### src/rtl/cnt_pkg.sv
// Shared definitions for the count expander: default sizes, FSM state
// encoding and the count clamp used when a word is accepted.
package cnt_pkg;

    localparam int GROUP_DEF = 5;
    localparam int CW_DEF    = 3;

    typedef enum logic {
        IDLE = 1'b0,
        EMIT = 1'b1
    } state_t;

    // Limit a ones-count to the group size so an illegal word becomes an
    // all-ones group instead of an undefined pattern.
    function automatic int unsigned clamp_count(input int unsigned count,
                                                input int unsigned group);
        return (count > group) ? group : count;
    endfunction

endpackage

### src/rtl/cnt_therm_dec.sv
// Combinational thermometer decoder: bit i is set when i < count.
module cnt_therm_dec #(
    parameter int GROUP = 5,
    parameter int CW    = 3
) (
    input  logic [CW-1:0]    count,
    output logic [GROUP-1:0] therm
);

    for (genvar g = 0; g < GROUP; g++) begin : g_bit
        assign therm[g] = (count > CW'(g));
    end

endmodule

### src/rtl/count_expander.sv
// count_expander: turns a 3-bit ones-count word into a canonical unary
// group of GROUP bits, serialized ones first, with valid/ready on both sides
// and no bubble between consecutive groups.
// Optional macro CNT_EXPAND_THERM_EN adds therm_o, the thermometer of the
// most recently accepted (clamped) count.
module count_expander
    import cnt_pkg::*;
#(
    parameter int GROUP = GROUP_DEF,
    parameter int CW    = CW_DEF
) (
    input  logic          clk,
    input  logic          rst_n,
    input  logic          in_valid,
    output logic          in_ready,
    input  logic [CW-1:0] in_count,
    output logic          out_valid,
    input  logic          out_ready,
    output logic          out_bit,
    output logic          out_last,
    output logic          err_illegal
`ifdef CNT_EXPAND_THERM_EN
    ,
    output logic [GROUP-1:0] therm_o
`endif
);

    localparam int IW = (GROUP > 1) ? $clog2(GROUP) : 1;

    state_t           state;
    state_t           state_next;
    logic [IW-1:0]    idx;
    logic [CW-1:0]    cnt_q;
    logic [GROUP-1:0] therm;
    logic             in_hs;
    logic             out_hs;
    logic             at_last;

    cnt_therm_dec #(
        .GROUP (GROUP),
        .CW    (CW)
    ) u_dec (
        .count (cnt_q),
        .therm (therm)
    );

`ifdef CNT_EXPAND_THERM_EN
    assign therm_o = therm;
`endif

    // Handshake decode, outputs and next state; in_ready looks at out_ready
    // so the next word can load on the same edge the last bit leaves.
    always_comb begin
        state_next = state;
        at_last    = (idx == IW'(GROUP - 1));
        out_valid  = (state == EMIT);
        out_bit    = (state == EMIT) & therm[idx];
        out_last   = (state == EMIT) & at_last;
        in_ready   = (state == IDLE) | ((state == EMIT) & at_last & out_ready);
        in_hs      = in_valid & in_ready;
        out_hs     = out_valid & out_ready;
        case (state)
            IDLE: begin
                if (in_hs) state_next = EMIT;
            end
            EMIT: begin
                if (out_hs && at_last && !in_hs) state_next = IDLE;
            end
            default: state_next = IDLE;
        endcase
    end

    // State register; reset drops any group in flight.
    always_ff @(posedge clk or negedge rst_n) begin
        if (!rst_n) state <= IDLE;
        else        state <= state_next;
    end

    // Count and bit index: load on accept, advance on each delivered bit.
    always_ff @(posedge clk or negedge rst_n) begin
        if (!rst_n) begin
            cnt_q <= '0;
            idx   <= '0;
        end else if (in_hs) begin
            cnt_q <= CW'(clamp_count(32'(in_count), GROUP));
            idx   <= '0;
        end else if (out_hs && !at_last) begin
            idx <= idx + IW'(1);
        end
    end

    // One-cycle flag for an accepted word that had to be clamped.
    always_ff @(posedge clk or negedge rst_n) begin
        if (!rst_n) err_illegal <= 1'b0;
        else        err_illegal <= in_hs & (in_count > CW'(GROUP));
    end

endmodule

### config.mk
export PLATFORM = sky130hd
export DESIGN_NAME = count_expander
export DESIGN_NICKNAME = d
export VERILOG_FILES = /design/src/rtl/cnt_pkg.sv /design/src/rtl/cnt_therm_dec.sv /design/src/rtl/count_expander.sv
export SDC_FILE = /design/constraint.sdc
export NUM_CORES = 1
export LEC_CHECK = 0
export BUFFER_PORTS_ARGS = -buffer_cell sky130_fd_sc_hd__buf_2
export CAP_MARGIN = 15
export CORE_AREA = 2 2 39 41
export CTS_BUF_LIST = sky130_fd_sc_hd__clkbuf_4
export CTS_CLUSTER_SIZE = 28
export DETAILED_ROUTE_END_ITERATION = 16
export DIE_AREA = 0 0 41 43
export HOLD_SLACK_MARGIN = 0.05
export REMOVE_ABC_BUFFERS = 1
export SLEW_MARGIN = 20
export SYNTH_ARGS = -nofsm -noshare
export SYNTH_HDL_FRONTEND = slang
export SYNTH_SLANG_ARGS = --single-unit
export TNS_END_PERCENT = 50
### constraint.sdc
create_clock -name clk -period 3 [get_ports clk]
set_input_delay 0.45 -clock clk [delete_from_list [all_inputs] [get_ports clk]]
set_output_delay 0.45 -clock clk [all_outputs]
set_load 0.005 [all_outputs]
[Word-level counts from Yosys, hierarchy flattened]
Cells that the tools add are included.
W data, S select, Z words.
Word-level totals
  register bits: 8
  input port bits: 7
  output and inout bits: 5
  logic and storage cells: 36
Cells by class
  $add $sub $neg: 1
  $lt $le $gt $ge: 8
  equal/unequal tests: 1
  multiplexer cells: 8
  bitwise operators: 8
  reduce and logical (&&, ||, !) cells: 6
Operator list (count)
  $gt A3 B3 Y1 const B: 3
  $mux W3: 3
  $and A1 B1 Y1: 6
  $gt A3 B1 Y1 const B: 2
  $gt A3 B2 Y1 const B: 2
  $lt A3 B4 Y1 const B: 1
  $add A3 B1 Y3 const B: 1
  $bmux W1 S3: 1
  $eq A3 B3 Y1 const B: 1
  $logic_and A1 B1 Y1: 3
  $mux W1: 3
  $logic_not A1 Y1: 2
  $pmux W1 S2: 1
  $reduce_bool A2 Y1: 1
  $not A1 Y1: 1
  $or A1 B1 Y1: 1

[Logic depth before layout (Yosys ltp)]
  depth in word-level cells: 9
  mapped depth: 5

[Cells and area by module]
From an unflattened synthesis, not the netlist that was laid out.
Unflattened totals
  cells, all modules: 49
  area total of the unflattened synthesis: 511.7 µm²
Modules (own cells, without submodules)
  count_expander: times used 1, cells each 44, area each 479.2 µm², sequential area each 200.2 µm²
  cnt_therm_dec: times used 1, cells each 5, area each 32.5 µm², sequential area each 0.0 µm²

[Worst setup path before layout]
Ideal clock, no wire load.
  path kind: flip-flop to flip-flop
  start: register idx[1]
  end: register cnt_q[1]
  data arrival time: 1.326 ns
  data required time: 2.875 ns
  path slack: 1.549 ns
  stages on the path, launching flop included: 6
  path through: dfrtp_1 > inv_1 > ha_1 > nand3_2 > a21oi_4 > mux2_4
Between the ends
  longest elaborated chain between the ends: 5
Ends and longest elaborated chain
  start: declaration: line count_expander.sv:32  | logic [IW-1:0] idx;
  start signal: assignment: line count_expander.sv:88  | idx <= idx + IW'(1);
  $eq A3 B3 Y1: line count_expander.sv:55  | at_last = (idx == IW'(GROUP - 1));
  $and A1 B1 Y1 (2 in series): line count_expander.sv:59  | in_ready = (state == IDLE) | ((state == EMIT) & at_last & out_ready);
  $or A1 B1 Y1: line count_expander.sv:59
  $and A1 B1 Y1: line count_expander.sv:60  | in_hs = in_valid & in_ready;
  end signal: assignment: line count_expander.sv:85  | cnt_q <= CW'(clamp_count(32'(in_count), GROUP));
  end: declaration: line count_expander.sv:33  | logic [CW-1:0] cnt_q;
No other way between the ends.
A chain may end at the register's enable or synchronous reset.

[Worst setup path after layout]
  start: register state, in the netlist out_valid
  end: output port out_bit
Between the ends
  longest elaborated chain between the ends: 1
Ends and longest elaborated chain
  start: declaration: line count_expander.sv:30  | state_t state;
  start signal: assignment: line count_expander.sv:76  | else state <= state_next;
  $and A1 B1 Y1: line count_expander.sv:57  | out_bit = (state == EMIT) & therm[idx];
  end: declaration: line count_expander.sv:19  | output logic out_bit,
No other way between the ends.

==> impl_metrics.prom <==
# TYPE chip_impl_metric gauge
chip_impl_metric{name="via_count",unit=""} 385
chip_impl_metric{name="critPathMaxFanout",unit=""} 11
chip_impl_metric{name="power.density",unit="nW/um2"} 834
chip_impl_metric{name="antenna_violations_before_repair",unit=""} 0
chip_impl_info{name="timing.hold.worst.start",value="in_count[2]"} 1
chip_impl_info{name="worst_path_dominant_cell_family",value="flip-flops"} 1
chip_impl_metric{name="grt_usage",unit=""} 0.131
chip_impl_metric{name="relSlewSlack",unit=""} 0.762
chip_impl_metric{name="htreeDepth",unit=""} 1
chip_impl_metric{name="pwr-share-seq",unit=""} 0.399
chip_impl_metric{name="firstDrtPassIters",unit=""} 2
chip_impl_metric{name="die_height",unit="um"} 43
chip_impl_metric{name="fin_worst_skew",unit="ns"} 0.00291
chip_impl_metric{name="drc",unit=""} 0
chip_impl_metric{name="finalSetupTns",unit="ns"} 0
chip_impl_metric{name="gr-total-overflow",unit=""} 0
chip_impl_metric{name="holdPathStages",unit=""} 2
chip_impl_metric{name="timing.critical_path.slowest_cell_delay",unit="ns"} 0.55
chip_impl_metric{name="yosysWarningCount",unit=""} 0
chip_impl_metric{name="synth.cell_area",unit="um2"} 483
chip_impl_metric{name="gp_routability_congestion",unit=""} 0.700
chip_impl_info{name="cp_common_cell",value="sky130_fd_sc_hd__o21ai_0"} 1
chip_impl_metric{name="maximum_number_of_pins_on_one_net_before_global_route_repair",unit=""} 12
chip_impl_info{name="reg2reg_from",value="idx[1]"} 1
chip_impl_info{name="synth.largest_area_cell",value="sky130_fd_sc_hd__dfrtp_1"} 1
chip_impl_metric{name="core-area",unit="um2"} 1380
chip_impl_metric{name="avgRoutedWirePerCell",unit="um"} 10.9
chip_impl_metric{name="drv_slew",unit=""} 0
chip_impl_info{name="synth_top_cells_by_area",value="sky130_fd_sc_hd__dfrtp_1 41%, sky130_fd_sc_hd__mux2_4 6.2%, sky130_fd_sc_hd__ha_1 5.2%"} 1
chip_impl_metric{name="detailedPlace.worstSlack",unit="ns"} 1.37
chip_impl_metric{name="route.detailed.vias_per_inst",unit=""} 4.94
chip_impl_info{name="timing.critical_path.from_type",value="flip-flop"} 1
chip_impl_metric{name="detail-route-antenna-nets",unit=""} 0
chip_impl_metric{name="reg2reg_setup_slack",unit="ns"} 1.42
chip_impl_metric{name="cp.buffers_inverters",unit=""} 1
chip_impl_metric{name="route.final.wire_length",unit="um"} 849
chip_impl_metric{name="critical_path_depth",unit=""} 4
chip_impl_metric{name="die_w",unit="um"} 41
chip_impl_info{name="hold_path_end",value="cnt_q[2]"} 1
chip_impl_info{name="result_of_the_run",value="finished, final reports clean"} 1
chip_impl_metric{name="post_synth_inst_count",unit=""} 48
chip_impl_metric{name="worstPathRequired",unit="ns"} 2.55
chip_impl_info{name="cp_slowest_cell",value="sky130_fd_sc_hd__dfrtp_1"} 1
chip_impl_info{name="rr_endpoint",value="cnt_q[2]"} 1
chip_impl_metric{name="detailedPlacementHpwl",unit="um"} 681
chip_impl_metric{name="finalCriticalPeriod",unit="ns"} 1.90
chip_impl_metric{name="netSwitchingPower",unit="uW"} 173
chip_impl_metric{name="ioPinCount",unit=""} 12
chip_impl_metric{name="synth.distinct_cells",unit=""} 22
chip_impl_metric{name="finish.net_count",unit=""} 73
chip_impl_metric{name="clkSlewWorstSetupHoldPaths",unit="ns"} 0.05
chip_impl_info{name="cts_tree",value="yes"} 1
chip_impl_metric{name="total_die_area",unit="um2"} 1760
chip_impl_info{name="timing.critical_path.to_type",value="primary output"} 1
chip_impl_info{name="hold_class",value="input port to flip-flop"} 1
chip_impl_metric{name="placement.io_buffers",unit=""} 11
chip_impl_metric{name="power.ir.vdd_worst",unit="uV"} 322
chip_impl_metric{name="grt_pass1_wl",unit="um"} 1520
chip_impl_metric{name="grt_pass1_vias",unit=""} 368
chip_impl_metric{name="p_comb_frac",unit=""} 0.434
chip_impl_metric{name="hold_viol",unit=""} 0
chip_impl_metric{name="setup_viol",unit=""} 0
chip_impl_metric{name="fp-row-count",unit=""} 14
chip_impl_metric{name="final.period_utilization",unit=""} 0.634
chip_impl_metric{name="max_slew.worst_pin.slew",unit="ns"} 0.358
chip_impl_metric{name="post_synth.cell_area_avg",unit="um2"} 10.1
chip_impl_metric{name="yosys_register_bits",unit=""} 8
chip_impl_metric{name="tritoncts.num_buffers",unit=""} 3
chip_impl_metric{name="insertedDiodeCount",unit=""} 0
chip_impl_metric{name="initial_drt_markers",unit=""} 2
chip_impl_metric{name="yosys.area.top_type_share",unit=""} 0.415
chip_impl_metric{name="cts_max_path_buffers",unit=""} 2
chip_impl_metric{name="seq_area_frac_synth",unit=""} 0.415
chip_impl_info{name="cts_root_buf",value="sky130_fd_sc_hd__clkbuf_4"} 1
chip_impl_info{name="timing.critical_path.cells",value="nor4bb_1, o21ai_0, o21ai_0, buf_2"} 1
chip_impl_info{name="grt_setup_unrepaired",value="no"} 1
chip_impl_info{name="crit_path_start",value="out_valid"} 1
chip_impl_metric{name="cts.sinks",unit=""} 8
chip_impl_metric{name="crit_path_dat",unit="ns"} 1.45
chip_impl_metric{name="worstRegToRegCells",unit=""} 5
chip_impl_metric{name="area_delta_synth_final",unit="%"} 19.9
chip_impl_metric{name="maxClockFrequency",unit="GHz"} 0.525
chip_impl_metric{name="p_leak",unit="uW"} 0.000300
chip_impl_metric{name="p_int",unit="uW"} 310
chip_impl_metric{name="worstSkewPairLatency",unit="ns"} 0.25
chip_impl_info{name="worstSetupPathType",value="flip-flop to primary output"} 1
chip_impl_metric{name="power.switching_fraction",unit=""} 0.358
chip_impl_metric{name="initial_core_util",unit=""} 0.349
chip_impl_metric{name="drive_gt1_frac",unit=""} 0.306
chip_impl_metric{name="fin_worst_setup_slack",unit="ns"} 1.10
chip_impl_metric{name="drv.max_cap_violation_count",unit=""} 0
chip_impl_metric{name="power.share.clock",unit=""} 0.166
[power by group through the flow]
stage | sequential, uW | clock, uW | combinational [uW]
floorplan | 183 | 0 | 159
finish | 193 | 80.4 | 210
global placement | 196 | 0 | 208
CTS | 194 | 83.9 | 213
global route | 202 | 86.4 | 241
detailed placement | 196 | 0 | 211
[flip-flops by register name, indices dropped and copies added, names as in the netlist]
name	flops
cnt_q	3
out_valid	1
err_illegal	1
idx	3
[final cells by class]
type / count / area (um2)
Inverter: 5 / 18.8
Clock buffer: 3 / 22.5
Timing Repair Buffer: 12 / 65.1
Sequential cell: 8 / 200
Fill cell: 146 / 805
Tap cell: 16 / 20.0
Multi-Input combinational cell: 34 / 253
[placed cells by master (no fill, tap or decap)]
master and count:
sky130_fd_sc_hd__nand2b_1 3, sky130_fd_sc_hd__mux2i_1 1, sky130_fd_sc_hd__nand3_2 1, sky130_fd_sc_hd__buf_2 11, sky130_fd_sc_hd__dlygate4sd3_1 1, sky130_fd_sc_hd__ha_1 2, sky130_fd_sc_hd__a22oi_1 1, sky130_fd_sc_hd__and2b_1 1
sky130_fd_sc_hd__a21oi_4 1, sky130_fd_sc_hd__and3_1 2, sky130_fd_sc_hd__dfrtp_1 8, sky130_fd_sc_hd__a32o_1 1, sky130_fd_sc_hd__a311oi_1 1, sky130_fd_sc_hd__clkbuf_4 3, sky130_fd_sc_hd__nor2b_1 1, sky130_fd_sc_hd__a21oi_1 2
sky130_fd_sc_hd__mux2_4 2, sky130_fd_sc_hd__o22ai_1 2, sky130_fd_sc_hd__inv_1 5, sky130_fd_sc_hd__o21ai_0 4, sky130_fd_sc_hd__nand2_1 6, sky130_fd_sc_hd__and2_4 1, sky130_fd_sc_hd__nor4bb_1 1, sky130_fd_sc_hd__or3_1 1
[cell families after synthesis]
logic type	count (synthesis)	share of synthesized area
adders and majority gates	2	0.0518
buffers and inverters	6	0.0622
AOI/OAI and AO/OA	12	0.176
muxes	3	0.0829
and+or+nand+nor	17	0.212
DFF	8	0.415
[what timing repair did]
action,CTS,global route
gates resized for setup,0,0
buffers inserted,0,0
hold buffers,1,0
hold endpoints to repair,8,0
[synth_stat cells (all sizes together)]
| cell type | n |
|---|---|
| o22ai | 2 |
| inv | 5 |
| nand2 | 6 |
| or3 | 1 |
| mux2 | 2 |
| nor4bb | 1 |
| buf | 1 |
| and2b | 1 |
| a22oi | 1 |
| nand2b | 3 |
| and2 | 1 |
| nand3 | 1 |
| and3 | 2 |
| ha | 2 |
| o21ai | 4 |
| dfrtp | 8 |
| mux2i | 1 |
| a21oi | 3 |
| nor2b | 1 |
| a32o | 1 |
| a311oi | 1 |
[per-stage QoR]
step	std cells	power (uW)	utilization	cell area (um2)	hold WS, ns
6_report	78	483	0.419	579	0.466
5_1_grt	78	530	0.419	579	0.474
4_1_cts	78	491	0.419	579	0.460
3_5_place_dp	74	407	0.395	547	0.303
3_3_place_gp	74	404	0.395	547	0.299
2_1_floorplan	47	342	-	472	0.154
[routing by layer]
layer	track usage	up-vias	routed length, um
li1	-	196	-
met1	0.178	181	417
met2	0.181	8	399
met3	0.0157	0	32
met4	0.100	0	0
met5	0	-	0
[how the worst max path moves through the flow]
stage / slack [ns] / endpoint
floorplan: 1.55 / cnt_q[1]
global placement: 1.42 / out_bit
detailed placement: 1.37 / out_bit
CTS: 1.09 / out_bit
global route: 0.89 / out_bit
finish: 1.10 / out_bit
Note: power is estimated with default switching activity, not from simulation.
